[config.mk]
export PLATFORM = sky130hd
export DESIGN_NAME = serial_adder
export DESIGN_NICKNAME = d
export VERILOG_FILES = /design/src/rtl/serial_adder_pkg.sv /design/src/rtl/fa.sv /design/src/rtl/serial_adder.sv
export SDC_FILE = /design/constraint.sdc
export NUM_CORES = 1
export LEC_CHECK = 0
export CORE_MARGIN = 2
export CORE_UTILIZATION = 32
export DETAILED_ROUTE_END_ITERATION = 16
export SETUP_SLACK_MARGIN = 0.02
export SLEW_MARGIN = 20
export SYNTH_ARGS = -nofsm -noshare
export SYNTH_HDL_FRONTEND = slang
export SYNTH_SLANG_ARGS = --single-unit
export TNS_END_PERCENT = 100
[constraint.sdc]
create_clock -name clk -period 1.4 [get_ports clk]
set_input_delay 0.14 -clock clk [delete_from_list [all_inputs] [get_ports clk]]
set_output_delay 0.14 -clock clk [all_outputs]
set_load 0.05 [all_outputs]
[src/rtl/serial_adder_pkg.sv]
// rtl/serial_adder_pkg.sv - shared FSM encoding and width default for serial_adder
package serial_adder_pkg;

    typedef enum logic [1:0] {
        SA_IDLE  = 2'd0,
        SA_SHIFT = 2'd1,
        SA_DONE  = 2'd2
    } sa_state_e;

    localparam int SA_W_DEFAULT = 8;

endpackage

[src/rtl/fa.sv]
// rtl/fa.sv - single-bit full adder cell
module fa (
    input  logic a,
    input  logic b,
    input  logic ci,
    output logic s,
    output logic co
);

    assign s  = a ^ b ^ ci;
    assign co = (a & b) | (ci & (a ^ b));

endmodule

[src/rtl/serial_adder.sv]
// rtl/serial_adder.sv - bit-serial W-bit adder around fa; optional ovf via SERIAL_ADDER_OVF_EN
module serial_adder
    import serial_adder_pkg::*;
#(
    parameter int W = SA_W_DEFAULT
) (
    input  logic         clk,
    input  logic         rst,
    input  logic         start,
    input  logic [W-1:0] a,
    input  logic [W-1:0] b,
    input  logic         cin,
    output logic         busy,
    output logic         done,
    output logic [W-1:0] sum,
    output logic         cout
`ifdef SERIAL_ADDER_OVF_EN
    ,
    output logic         ovf
`endif
);

    localparam logic [1:0] IDLE  = SA_IDLE;
    localparam logic [1:0] SHIFT = SA_SHIFT;
    localparam logic [1:0] DONE  = SA_DONE;

    localparam int CW = $clog2(W);
    localparam logic [CW-1:0] LAST = CW'(W - 1);

    logic [1:0]    state;
    logic [W-1:0]  a_sr;
    logic [W-1:0]  b_sr;
    logic [W-1:0]  s_sr;
    logic          carry_ff;
    logic [CW-1:0] cnt;
    logic          fa_s;
    logic          fa_co;

    fa u_fa (
        .a  (a_sr[0]),
        .b  (b_sr[0]),
        .ci (carry_ff),
        .s  (fa_s),
        .co (fa_co)
    );

    assign busy = (state == SHIFT);
    assign done = (state == DONE);

    always_ff @(posedge clk) begin
        if (rst) begin
            state    <= IDLE;
            a_sr     <= '0;
            b_sr     <= '0;
            s_sr     <= '0;
            carry_ff <= 1'b0;
            cnt      <= '0;
            sum      <= '0;
            cout     <= 1'b0;
`ifdef SERIAL_ADDER_OVF_EN
            ovf      <= 1'b0;
`endif
        end else begin
            case (state)
                IDLE: begin
                    if (start) begin
                        a_sr     <= a;
                        b_sr     <= b;
                        carry_ff <= cin;
                        cnt      <= '0;
                        state    <= SHIFT;
                    end
                end
                SHIFT: begin
                    s_sr     <= {fa_s, s_sr[W-1:1]};
                    carry_ff <= fa_co;
                    a_sr     <= {1'b0, a_sr[W-1:1]};
                    b_sr     <= {1'b0, b_sr[W-1:1]};
                    cnt      <= cnt + 1'b1;
                    // Final bit: publish the result including the bit being computed now
                    if (cnt == LAST) begin
                        sum   <= {fa_s, s_sr[W-1:1]};
                        cout  <= fa_co;
`ifdef SERIAL_ADDER_OVF_EN
                        ovf   <= carry_ff ^ fa_co;
`endif
                        cnt   <= '0;
                        state <= DONE;
                    end
                end
                DONE:    state <= IDLE;
                default: state <= IDLE;
            endcase
        end
    end

endmodule

==> Flow_metrics.wiki <==
{| class="wikitable"
! Metric !! Value
|-
| Count of unique library cells instantiated by Yosys || 26
|-
| Drt first-iter violations || 66
|-
| Global Route Usage Sum || 11.6%
|-
| Net total in the final layout || 226
|-
| Critical path capture point type || output port
|-
| Pin count of the biggest net entering global routing || 39
|-
| Boundary pin count || 31
|-
| Grt total ovfl || 0
|-
| Pins Over Slew Limit || 0
|-
| Detailed-route DRC error count || 0
|-
| Die Span Y || 74.2 um
|-
| Total vias in the final route || 1218
|-
| Worst path arrival time || 1.14 ns
|-
| PortBufs || 30
|-
| Ratio of cells with drive above 1 in the final layout || 18.1%
|-
| Relative slew slack || 83.6%
|-
| Hold_ws || 0.456 ns
|-
| Root buffer cell || sky130_fd_sc_hd__clkbuf_8
|-
| Area added between synthesis and finish || 33.2%
|-
| Hold Violations, Final || 0
|-
| Cell types occupying the most area after synthesis || sky130_fd_sc_hd__dfxtp_1 48%, sky130_fd_sc_hd__mux2i_1 10%, sky130_fd_sc_hd__nand2_1 7.6%
|-
| Setup ws final || 0.119 ns
|-
| Initial antenna violation count || 0
|-
| Achievable frequency || 781 MHz
|-
| Period minus WS final || 1.28 ns
|-
| Final worst-path cycle share || 91.5%
|-
| Core ar. || 4720 sq um
|-
| DIE WIDTH || 74.2 um
|-
| Number of cells in the finished layout apart from fillers || 271
|-
| Final antenna-violating net count || 0
|-
| Number of detailed-route iterations in the first pass || 4
|-
| Post-Place Cells || 263
|-
| Synthesis warning total || 0
|-
| Average via count per standard cell || 4.49
|-
| Total chip power || 2.21 mW
|-
| Category of the critical setup timing path || register to output port
|-
| Clock Pin Slew Worst Setup and Hold Paths || 0.07 ns
|-
| Detailed-placement wirelength estimate || 2.01 mm
|-
| Source-to-sink clock delay at the later pin of the worst-skew pair || 0.29 ns
|-
| Worst-margin pin slew || 0.246 ns
|-
| Clock tree from TritonCTS || built
|-
| Hold Path Class || register to register
|-
| Placement-stage cell area || 2000 sq um
|-
| Setup repair after global routing missed its margin || no
|-
| Total number of clock tree sinks || 38
|-
| Diodes inserted || 0
|-
| Full die area || 5500 sq um
|-
| Final weighted congestion in routability-driven placement || 0.712
|-
| CP startpoint kind || register
|-
| Number of global-route vias before repair || 1094
|-
| Post-synthesis instance total || 170
|-
| Final setup TNS || 0 ns
|-
| Layout Skew || 0.00402 ns
|-
| Lkg Pwr || 0.803 nW
|-
| Global-route wire length before repair || 4.84 mm
|-
| Largest fanout on the critical path || 11
|-
| Largest area contributor in the synthesized netlist || sky130_fd_sc_hd__dfxtp_1
|-
| Max Root-Sink Buffers || 2
|-
| WL final || 2.94 mm
|-
| Flops & latches, synth || 38
|-
| Worst setup slack before clock tree synthesis || 0.0583 ns
|-
| Sequential area share after synthesis || 48.3%
|-
| Count of maximum capacitance violations || 0
|-
| Initial cell density of the core || 33.4%
|-
| Syn_area_per_cell || 9.27 sq um
|-
| Outcome || finished clean
|-
| Cell Area, Synth || 1580 sq um
|-
| Number of levels in the clock H-tree || 2
|-
| CTS Buf Count || 5
|-
| Worst supply voltage drop on vdd || 0.000464 V
|-
| Average detailed-routed wire length per instance || 10.8 um
|-
| Critical Path RT || 1.26 ns
|-
| Net count of the mapped netlist || 193
|-
| FP Rows || 25
|-
| Post-synth top area share || 48.3%
|-
| Setup-violating endpoint count in the final report || 0
|-
| Post-CTS setup repair buffer count || 0
|-
| Final standard cell area without fillers || 2100 sq um
|-
| Core utilization of the finished layout || 44.5%
|-
| Total power density per cell area || 1050 nW/um^2
|}
-- cells in the mapped netlist --
cell type	instances
sky130_fd_sc_hd__nor2b_1	1
sky130_fd_sc_hd__a21oi_1	16
sky130_fd_sc_hd__mux2i_1	16
sky130_fd_sc_hd__a22oi_2	1
sky130_fd_sc_hd__nor3_1	1
sky130_fd_sc_hd__a22oi_1	4
sky130_fd_sc_hd__buf_2	3
sky130_fd_sc_hd__fa_1	1
sky130_fd_sc_hd__buf_4	2
sky130_fd_sc_hd__inv_1	1
sky130_fd_sc_hd__and3b_1	1
sky130_fd_sc_hd__nand2b_1	1
sky130_fd_sc_hd__nand2_1	32
sky130_fd_sc_hd__a211oi_1	15
sky130_fd_sc_hd__ha_1	2
sky130_fd_sc_hd__nand3b_2	1
sky130_fd_sc_hd__dfxtp_1	38
sky130_fd_sc_hd__nor3b_1	1
sky130_fd_sc_hd__buf_1	1
sky130_fd_sc_hd__o21ba_2	1
sky130_fd_sc_hd__clkbuf_2	1
sky130_fd_sc_hd__o21bai_4	1
sky130_fd_sc_hd__nor2_1	22
sky130_fd_sc_hd__clkbuf_1	2
sky130_fd_sc_hd__inv_2	1
sky130_fd_sc_hd__buf_6	4
-- cells by family (layout without fill, tap and decap cells) --
group,count (synthesis),after routing,synth area share (%)
AOI/OAI and AO/OA,38,38,16.7
muxes,16,16,10.2
and+or+nand+nor,60,60,15.7
DFF,38,38,48.3
buffers and inverters,15,49,6.27
adders and majority gates,3,3,2.86
-- registers in the layout, indices dropped and copies added, names as in the netlist --
name      count
b_sr          8
carry_ff      1
cnt           3
state         2
sum           8
cout          1
s_sr          7
a_sr          8
-- final cells by class --
| type | count | area (sq um) |
|---|---|---|
| Multi-Input combinational cell | 117 | 722 |
| Clock inverter | 1 | 5.00 |
| Fill cell | 479 | 2620 |
| Tap cell | 67 | 83.8 |
| Clock buffer | 7 | 86.3 |
| Inverter | 2 | 10.0 |
| Timing Repair Buffer | 39 | 428 |
| Sequential cell | 38 | 764 |
-- critical path, stage by stage (launching register included) --
cell and delay [ns]:
sky130_fd_sc_hd__dfxtp_2 0.36, sky130_fd_sc_hd__nand2b_1 0.19, sky130_fd_sc_hd__inv_4 0.15, sky130_fd_sc_hd__buf_12 0.15
-- layout by cell type, fill, tap and decap left out --
master	synthesis	routed
sky130_fd_sc_hd__clkinv_2	0	1
sky130_fd_sc_hd__ha_2	0	1
sky130_fd_sc_hd__inv_1	1	1
sky130_fd_sc_hd__a22oi_1	4	4
sky130_fd_sc_hd__nor3_1	1	1
sky130_fd_sc_hd__fa_1	1	1
sky130_fd_sc_hd__nor2_1	22	22
sky130_fd_sc_hd__buf_4	2	13
sky130_fd_sc_hd__inv_4	0	1
sky130_fd_sc_hd__and3b_1	1	1
sky130_fd_sc_hd__o21bai_4	1	1
sky130_fd_sc_hd__a22oi_2	1	1
sky130_fd_sc_hd__a211oi_1	15	15
sky130_fd_sc_hd__mux2i_1	16	16
sky130_fd_sc_hd__clkdlybuf4s50_1	0	19
sky130_fd_sc_hd__nand2_1	32	32
sky130_fd_sc_hd__nand3b_2	1	1
sky130_fd_sc_hd__clkbuf_1	2	1
sky130_fd_sc_hd__a21oi_1	16	16
sky130_fd_sc_hd__nor3b_1	1	1
sky130_fd_sc_hd__ha_1	2	1
sky130_fd_sc_hd__clkbuf_8	0	6
sky130_fd_sc_hd__dfxtp_1	38	35
sky130_fd_sc_hd__nand2b_1	1	1
sky130_fd_sc_hd__dfxtp_2	0	3
sky130_fd_sc_hd__o21ba_2	1	1
sky130_fd_sc_hd__nor2b_2	0	1
sky130_fd_sc_hd__buf_12	0	7
-- power breakdown --
group / switching [mW] / leakage (nW) / total, mW / internal, mW
clock: 0.372 / 0.0482 / 0.769 / 0.397
combinational: 0.128 / 0.443 / 0.276 / 0.148
sequential: 0.0301 / 0.312 / 1.16 / 1.13
-- final timing paths --
check | startpoint | to | depth (start not counted) | slack (ns)
setup / recovery | state[1] | busy | 3 | 0.12
hold / removal | sum[2] | sum[2] | 2 | 0.46
setup reg to reg | cnt[0] | sum[0] | 6 | 0.13
hold reg to reg | sum[2] | sum[2] | 2 | 0.46
-- per-layer routing --
metal / part of all wire (%) / wire (um) / global-route usage (%)
met1: 47 / 1390 / 13.7
met4: 2.1 / 63 / 5.45
met5: 0 / 0 / 0
met3: 4.7 / 139 / 4.47
met2: 46 / 1350 / 18.6
-- timing repair --
item	in CTS	in global routing
hold buffers	0	0
resized for setup	2	3
endpoints found under the setup margin	1	6
Note: power is estimated with default switching activity, not from simulation.
